==> config.mk <==
export PLATFORM = sky130hd
export DESIGN_NAME = image_store
export DESIGN_NICKNAME = d
export VERILOG_FILES = /design/src/rtl/image_pkg.sv /design/src/rtl/image_store_pixel_packer.sv /design/src/rtl/image_store.sv
export SDC_FILE = /design/constraint.sdc
export NUM_CORES = 1
export LEC_CHECK = 0
export BUFFER_PORTS_ARGS = -buffer_cell sky130_fd_sc_hd__buf_2
export CAP_MARGIN = 20
export CORE_ASPECT_RATIO = 0.75
export CORE_MARGIN = 8
export CORE_UTILIZATION = 44
export CTS_CLUSTER_DIAMETER = 60
export DETAILED_ROUTE_END_ITERATION = 10
export PLACE_DENSITY = 0.72
export SLEW_MARGIN = 30
export SYNTH_ARGS = -nofsm -noshare
export SYNTH_HDL_FRONTEND = slang
export SYNTH_HIERARCHICAL = 1
export SYNTH_SLANG_ARGS = --single-unit
==> constraint.sdc <==
create_clock -name clk -period 6.55 [get_ports clk]
set_input_delay 1.31 -clock clk [delete_from_list [all_inputs] [get_ports clk]]
set_output_delay 1.31 -clock clk [all_outputs]
set_load 0.01 [all_outputs]
==> src/rtl/image_pkg.sv <==
// ---------------------------------------------------------------------------
// image_pkg
// Shared definitions for the image receive path: the image_store state
// encoding, the RGB565 pixel layout, the byte-level protocol constants shared
// with the UART image receiver, and the chunk size the receiver works in.
// ---------------------------------------------------------------------------
package image_pkg;

    // Byte-pairing states of the frame writer.
    typedef enum logic [1:0] {
        IDLE,
        HI,
        LO,
        FULL
    } state_t;

    // RGB565 pixel as it lands in the frame buffer (big-endian byte pair).
    typedef struct packed {
        logic [4:0] red;
        logic [5:0] green;
        logic [4:0] blue;
    } rgb565_t;

    // Protocol bytes exchanged with the sender by the receiver.
    localparam logic [7:0] PROTO_START    = 8'h01;
    localparam logic [7:0] PROTO_END      = 8'h03;
    localparam logic [7:0] PROTO_ACK      = 8'h06;
    localparam logic [7:0] PROTO_RECEIVED = 8'h16;

    // Bytes per chunk acknowledged by the receiver.
    localparam int CHUNK_SIZE = 10240;

    // The first byte on the wire is the high half of the pixel.
    function automatic rgb565_t pack_rgb565(input logic [7:0] hi, input logic [7:0] lo);
        return rgb565_t'({hi, lo});
    endfunction

endpackage

==> src/rtl/image_store_pixel_packer.sv <==
// ---------------------------------------------------------------------------
// pixel_packer
// Register stage that joins a high byte and a low byte into one RGB565 pixel
// and presents it to the frame buffer as a one-cycle write.
//
// Ports:
//   clk, reset_n    - system clock, asynchronous active-low reset
//   i_byte          - received byte
//   i_take_hi       - latch i_byte as the high half of the next pixel
//   i_take_lo       - i_byte is the low half: issue the write next cycle
//   i_addr          - frame-buffer address for the pixel being completed
//   o_wr_en         - one-cycle write strobe
//   o_wr_addr       - registered address, held until the next write
//   o_wr_data       - registered pixel, held until the next write
// ---------------------------------------------------------------------------
module pixel_packer #(
    parameter int ADDR_W = 15
) (
    input  logic              clk,
    input  logic              reset_n,
    input  logic [7:0]        i_byte,
    input  logic              i_take_hi,
    input  logic              i_take_lo,
    input  logic [ADDR_W:0]   i_addr,
    output logic              o_wr_en,
    output logic [ADDR_W:0]   o_wr_addr,
    output logic [15:0]       o_wr_data
);
    import image_pkg::*;

    logic [7:0]      r_hi_byte;
    logic            r_wr_en;
    logic [ADDR_W:0] r_wr_addr;
    rgb565_t         r_wr_data;

    // Holds the pending high byte and registers the completed pixel.  The
    // strobe is a pulse while address/data persist so the frame buffer side
    // can observe the last write after the strobe drops.
    always_ff @(posedge clk or negedge reset_n) begin
        if (!reset_n) begin
            r_hi_byte <= '0;
            r_wr_en   <= 1'b0;
            r_wr_addr <= '0;
            r_wr_data <= '0;
        end else begin
            r_wr_en <= i_take_lo;
            if (i_take_hi) begin
                r_hi_byte <= i_byte;
            end
            if (i_take_lo) begin
                r_wr_addr <= i_addr;
                r_wr_data <= pack_rgb565(r_hi_byte, i_byte);
            end
        end
    end

    assign o_wr_en   = r_wr_en;
    assign o_wr_addr = r_wr_addr;
    assign o_wr_data = r_wr_data;

endmodule

==> src/rtl/image_store.sv <==
// ---------------------------------------------------------------------------
// image_store
// Consumes the receiver's byte stream, packs byte pairs into RGB565 pixels and
// writes them sequentially into a frame buffer.  Frame length is checked
// against IMG_W*IMG_H; a complete frame pulses frame_ready, a short one sets
// err_short, bytes past a full frame set err_overflow.
//
// Build option: define IMAGE_STORE_DOUBLE_BUF_EN for ping-pong buffering.
// Writes then go to wbuf (wr_addr MSB) while the display reads ~wbuf, and
// both swap on every good frame.  Without it, wr_addr MSB and disp_buf are 0.
//
// Ports:
//   clk, reset_n          - system clock, asynchronous active-low reset
//   data_in, data_valid   - received byte and its one-cycle strobe
//   image_start           - one-cycle pulse, begins (or restarts) a frame
//   image_end             - one-cycle pulse, terminates the frame
//   chunk_complete        - one-cycle pulse per chunk received
//   wr_en/wr_addr/wr_data - frame-buffer write port ({buffer, pixel index})
//   frame_ready           - one-cycle pulse on an exact-length frame
//   disp_buf              - buffer the display should read
//   busy                  - frame in progress
//   err_short             - sticky, frame ended before it was full
//   err_overflow          - sticky, bytes arrived after the frame was full
//   chunk_count           - chunks seen in this frame, saturating at 255
// ---------------------------------------------------------------------------
module image_store #(
    parameter int IMG_W  = 160,
    parameter int IMG_H  = 128,
    parameter int ADDR_W = 15
) (
    input  logic              clk,
    input  logic              reset_n,
    input  logic [7:0]        data_in,
    input  logic              data_valid,
    input  logic              image_start,
    input  logic              image_end,
    input  logic              chunk_complete,
    output logic              wr_en,
    output logic [ADDR_W:0]   wr_addr,
    output logic [15:0]       wr_data,
    output logic              frame_ready,
    output logic              disp_buf,
    output logic              busy,
    output logic              err_short,
    output logic              err_overflow,
    output logic [7:0]        chunk_count
);
    import image_pkg::*;

    localparam int              PIXELS   = IMG_W * IMG_H;
    localparam int              CNT_W    = ADDR_W + 1;
    localparam logic [ADDR_W:0] PIX_LAST = CNT_W'(PIXELS - 1);

    state_t          r_state;
    logic [ADDR_W:0] r_pix_cnt;
    logic [7:0]      r_chunk_count;
    logic            r_busy;
    logic            r_err_short;
    logic            r_err_overflow;
    logic            r_frame_ready;

    logic            w_in_frame;
    logic            w_byte;
    logic            w_take_hi;
    logic            w_take_lo;
    logic            w_last_pix;
    logic            w_end;
    logic            w_good_end;
    logic            w_wbuf;
    logic            w_disp_buf;
    logic [ADDR_W:0] w_addr;

    // A start pulse has priority over everything else in the same cycle: the
    // byte is dropped and any coincident end is treated as part of the
    // abandoned frame.  A byte coincident with an end is consumed first, so
    // the last pixel and the end may share a cycle and still count as good.
    assign w_in_frame = (r_state != IDLE);
    assign w_byte     = data_valid && !image_start && w_in_frame;
    assign w_take_hi  = w_byte && (r_state == HI);
    assign w_take_lo  = w_byte && (r_state == LO);
    assign w_last_pix = (r_pix_cnt == PIX_LAST);
    assign w_end      = image_end && !image_start && w_in_frame;
    assign w_good_end = w_end && ((r_state == FULL) || (w_take_lo && w_last_pix));
    assign w_addr     = {w_wbuf, r_pix_cnt[ADDR_W-1:0]};

`ifdef IMAGE_STORE_DOUBLE_BUF_EN
    logic r_wbuf;
    logic r_disp_buf;

    // Ping-pong select.  wbuf resets to 1 so the display initially points at
    // buffer 0; both flip together on a good frame so the display never
    // reads the buffer being filled.
    always_ff @(posedge clk or negedge reset_n) begin
        if (!reset_n) begin
            r_wbuf     <= 1'b1;
            r_disp_buf <= 1'b0;
        end else if (w_good_end) begin
            r_wbuf     <= ~r_wbuf;
            r_disp_buf <= r_wbuf;
        end
    end

    assign w_wbuf     = r_wbuf;
    assign w_disp_buf = r_disp_buf;
`else
    assign w_wbuf     = 1'b0;
    assign w_disp_buf = 1'b0;
`endif

    // Frame FSM with its counters and status flags.  Every status output is
    // registered here so all of them change on the cycle after the event.
    always_ff @(posedge clk or negedge reset_n) begin
        if (!reset_n) begin
            r_state        <= IDLE;
            r_pix_cnt      <= '0;
            r_chunk_count  <= '0;
            r_busy         <= 1'b0;
            r_err_short    <= 1'b0;
            r_err_overflow <= 1'b0;
            r_frame_ready  <= 1'b0;
        end else begin
            r_frame_ready <= w_good_end;
            if (image_start) begin
                r_state        <= HI;
                r_pix_cnt      <= '0;
                r_chunk_count  <= '0;
                r_busy         <= 1'b1;
                r_err_short    <= 1'b0;
                r_err_overflow <= 1'b0;
            end else if (w_in_frame) begin
                if (chunk_complete && (r_chunk_count != 8'hFF)) begin
                    r_chunk_count <= r_chunk_count + 8'd1;
                end
                if (w_take_lo) begin
                    r_pix_cnt <= r_pix_cnt + 1'b1;
                end
                if (data_valid && (r_state == FULL)) begin
                    r_err_overflow <= 1'b1;
                end
                if (image_end) begin
                    r_state <= IDLE;
                    r_busy  <= 1'b0;
                    if (!w_good_end) begin
                        r_err_short <= 1'b1;
                    end
                end else begin
                    case (r_state)
                        HI: begin
                            if (data_valid) begin
                                r_state <= LO;
                            end
                        end
                        LO: begin
                            if (data_valid) begin
                                r_state <= w_last_pix ? FULL : HI;
                            end
                        end
                        default: begin
                        end
                    endcase
                end
            end
        end
    end

    pixel_packer #(
        .ADDR_W    (ADDR_W)
    ) u_packer (
        .clk       (clk),
        .reset_n   (reset_n),
        .i_byte    (data_in),
        .i_take_hi (w_take_hi),
        .i_take_lo (w_take_lo),
        .i_addr    (w_addr),
        .o_wr_en   (wr_en),
        .o_wr_addr (wr_addr),
        .o_wr_data (wr_data)
    );

    assign frame_ready  = r_frame_ready;
    assign disp_buf     = w_disp_buf;
    assign busy         = r_busy;
    assign err_short    = r_err_short;
    assign err_overflow = r_err_overflow;
    assign chunk_count  = r_chunk_count;

endmodule

==> flow_summary_export.csv <==
group,metric,value,unit
synth,synth_compound_area_share,4.75,%
power_and_ir_drop,irDropWorstVdd,0.164,mV
power_and_ir_drop,seqPwrFrac,44.6,%
drt,drt-total-wl,6370,µm
worst_setup_path,critPathRequiredTime,6830,ps
floorplan,die_w,115,µm
place,place_ws,3210,ps
timing,rsz0062_at_grt,"no",
synth,yosysSeqAreaShare,54.4,%
timing,final-setup-viol-count,0,
global_route,gr-total-overflow,0,
timing,period_minus_slack,2990,ps
floorplan,die-area,10500,µm²
hold_path,min_path_cells,2,
global_route,grt_util_all_layers,12.8,%
timing,fmax,334,MHz
clocking,cts_buffer_depth,2,
synth,synth_area,3270,µm²
synth,ys_async_sr_fraction,100,%
synth,postSynthAreaPerCell,12.7,µm²
worst_setup_path,criticalPathCategory,"primary input to register",
floorplan,initial_utilization,45.0,%
timing,hold_viol,0,
clocking,clk_pin_slew,80,ps
power_and_ir_drop,power_frac_comb,19.9,%
floorplan,die_h,90.6,µm
floorplan,rows,27,
synth,synth-simple-area-share,12.4,%
worst_setup_path,r2r_end,"r_pix_cnt[13]$_DFFE_PN0P_",
synth,synth-seq-cells,71,
drt,firstDrtPassIters,4,
place,dp.cells,408,
clocking,htreeDepth,3,
synth,synth_mux_area_share,18.8,%
power_and_ir_drop,leakagePower,1.91,nW
synth,synth_edf_count,0,
synth,yosys.area_share.adder,2.30,%
drt,ant_nets,0,
synth,ys_warn_count,6,
outcome,status,"complete, no violations",
drt,drc,0,
timing,slew_viol_final,0,
clocking,root_buffer,"clkbuf_8",
cells_and_area,nets,338,
power_and_ir_drop,power_switching,0.334,mW
timing,finalCritPeriodShare,45.7,%
global_route,grt_pass1_vias,2151,
clocking,cts_inserted_buffers,9,
clocking,postCtsHoldBufs,0,
drt,route.vias.total,2091,
worst_setup_path,crit_arrival,3270,ps
timing,fin_ws,3560,ps
timing,clock_skew,11.4,ps
worst_setup_path,cp-start-kind,"primary input",
cells_and_area,drive_above_1_share,37.2,%
floorplan,ios,60,
drt,drt_iter0_drc,71,
synth,synth_xor_area_share,3.22,%
worst_setup_path,endpoint,"r_pix_cnt[13]$_DFFE_PN0P_",
drt,wl_per_cell,15.0,µm
clocking,clk_latency,360,ps
job,drv_cap,0,
worst_setup_path,end_kind,"register",
cells_and_area,final_cells,424,
clocking,cts_sinks,71,
timing,setup_tns,0,ps
clocking,tritoncts,"built",
clocking,postCtsSetupBuffers,0,
cells_and_area,diodes,0,
worst_setup_path,r2r_cells,6,
place,place_congestion,0.772,
power_and_ir_drop,power_density,320,nW/µm²
floorplan,core_region_area,7260,µm²
power_and_ir_drop,intPower,0.899,mW
timing,slew_headroom,57.1,%
worst_setup_path,ff2ff_setup_slack,4120,ps
synth,synth_cells,257,
synth,synth_top_family_by_area,"multiplexers",
place,dp_hpwl,4320,µm
cells_and_area,area_delta_synth_final,17.9,%
worst_setup_path,reg2reg_from,"r_state[0]$_DFFE_PN0P_",
worst_setup_path,cp_max_fo,30,
synth,synth_ff_type,"dfrtp_1",
power_and_ir_drop,sw_frac_of_total,27.1,%
timing,worstMarginPinSlew,643,ps
clocking,cts_resized,0,
global_route,antenna_found_initial,0,
global_route,grt_max_degree,72,
drt,viasPerCell,4.93,
timing,hold_ws,481,ps
place,numPortBuffers,58,
global_route,grt_pass1_wl,10700,µm
worst_setup_path,crit_start,"image_start",
synth,ys_types,44,
hold_path,min-delay-path-class,"register to register",
power_and_ir_drop,pwr-share-clk,35.5,%
-- power groups by stage --
stage               Combinational (mW)  Sequential [mW]  Clock, mW
global placement                 0.241            0.556          0
global route                     0.271            0.561      0.468
CTS                              0.250            0.551      0.448
finish                           0.245            0.550      0.438
floorplan                        0.150            0.572          0
detailed placement               0.246            0.560          0
-- worst min-delay path by stage --
stage | from | slack (ps) | to
3_3_place_gp | busy$_DFFE_PN0P_ | 460 | busy$_DFFE_PN0P_
4_1_cts | busy$_DFFE_PN0P_ | 490 | busy$_DFFE_PN0P_
3_5_place_dp | busy$_DFFE_PN0P_ | 470 | busy$_DFFE_PN0P_
6_report | busy$_DFFE_PN0P_ | 480 | busy$_DFFE_PN0P_
5_1_grt | u_packer/r_hi_byte[5]$_DFFE_PN0P_ | 520 | u_packer/o_wr_data[13]$_DFFE_PN0P_
2_1_floorplan | u_packer/r_hi_byte[2]$_DFFE_PN0P_ | 470 | u_packer/r_hi_byte[2]$_DFFE_PN0P_
-- per-stage QoR --
| stage | util [%] | power (mW) | area [µm²] |
|---|---|---|---|
| after CTS | 53.0 | 1.25 | 3850 |
| after global routing | 53.0 | 1.30 | 3850 |
| after detailed placement | 49.5 | 0.806 | 3600 |
| final | 53.0 | 1.23 | 3850 |
| after global placement | 49.5 | 0.797 | 3590 |
| after floorplan | - | 0.722 | 3270 |
-- placed cells by master (no fill, tap or decap), drive strengths merged, types with 3 or more instances in the layout --
master / n
buf: 59
a21oi: 7
nor2: 21
mux2: 41
dfrtp: 71
nand2: 17
xnor2: 6
inv: 11
and4: 4
nand3: 11
nand4: 4
o21ai: 7
bufinv: 3
a31oi: 3
clkbuf: 9
xor2: 6
nor3: 5
mux2i: 4
or3: 4
ha: 6
-- cells in the mapped netlist, types with 5 or more instances --
| library cell | n | area share (%) |
|---|---|---|
| nor2_1 | 21 | 2.4 |
| ha_1 | 6 | 2.3 |
| mux2_2 | 11 | 3.8 |
| dfrtp_1 | 71 | 54 |
| nor3_1 | 5 | 0.77 |
| mux2_4 | 30 | 14 |
| inv_1 | 7 | 0.80 |
| nand3_1 | 11 | 1.7 |
| xor2_1 | 6 | 1.6 |
| xnor2_1 | 6 | 1.6 |
| o21ai_0 | 7 | 1.1 |
| a21oi_1 | 7 | 1.1 |
| nand2_1 | 17 | 2.0 |
-- sequential cells by signal, summed over array words and instances (netlist names) --
| signal | count |
|---|---|
| busy | 1 |
| chunk_count | 8 |
| err_overflow | 1 |
| err_short | 1 |
| frame_ready | 1 |
| r_pix_cnt | 16 |
| r_state | 2 |
| u_packer/o_wr_addr | 16 |
| u_packer/o_wr_data | 16 |
| u_packer/o_wr_en | 1 |
| u_packer/r_hi_byte | 8 |
-- metal layers --
metal	vias to the layer above	GRT usage (%)	wire length, µm	share of wire, %
met5	-	0	0	0
met4	0	4.47	74	1.2
met2	40	17.4	2700	42
met1	1020	18.1	3230	51
li1	1022	-	-	-
met3	9	4.48	364	5.7
-- cell families after synthesis --
kind of cell	Yosys count
AO/OA/AOI/OAI	25
XOR/XNOR	12
adder cells (fa/ha/maj)	6
buffers and inverters	18
flip-flops	71
multiplexers	45
other	1
AND/OR/NAND/NOR	79
-- cell type report --
class / count / area [µm²]
Sequential cell: 71 / 1780
Inverter: 8 / 32.5
Clock buffer: 9 / 124
Timing Repair Buffer: 59 / 302
Fill cell: 626 / 3410
Clock inverter: 7 / 128
Tap cell: 101 / 126
Multi-Input combinational cell: 169 / 1360
-- worst max-delay path: stages --
cell       delay (ps)
buf_2             280
nand4bb_1         490
or4b_4            680
or3_1             360
a21oi_1           140
(Power assumes the default switching activity.)
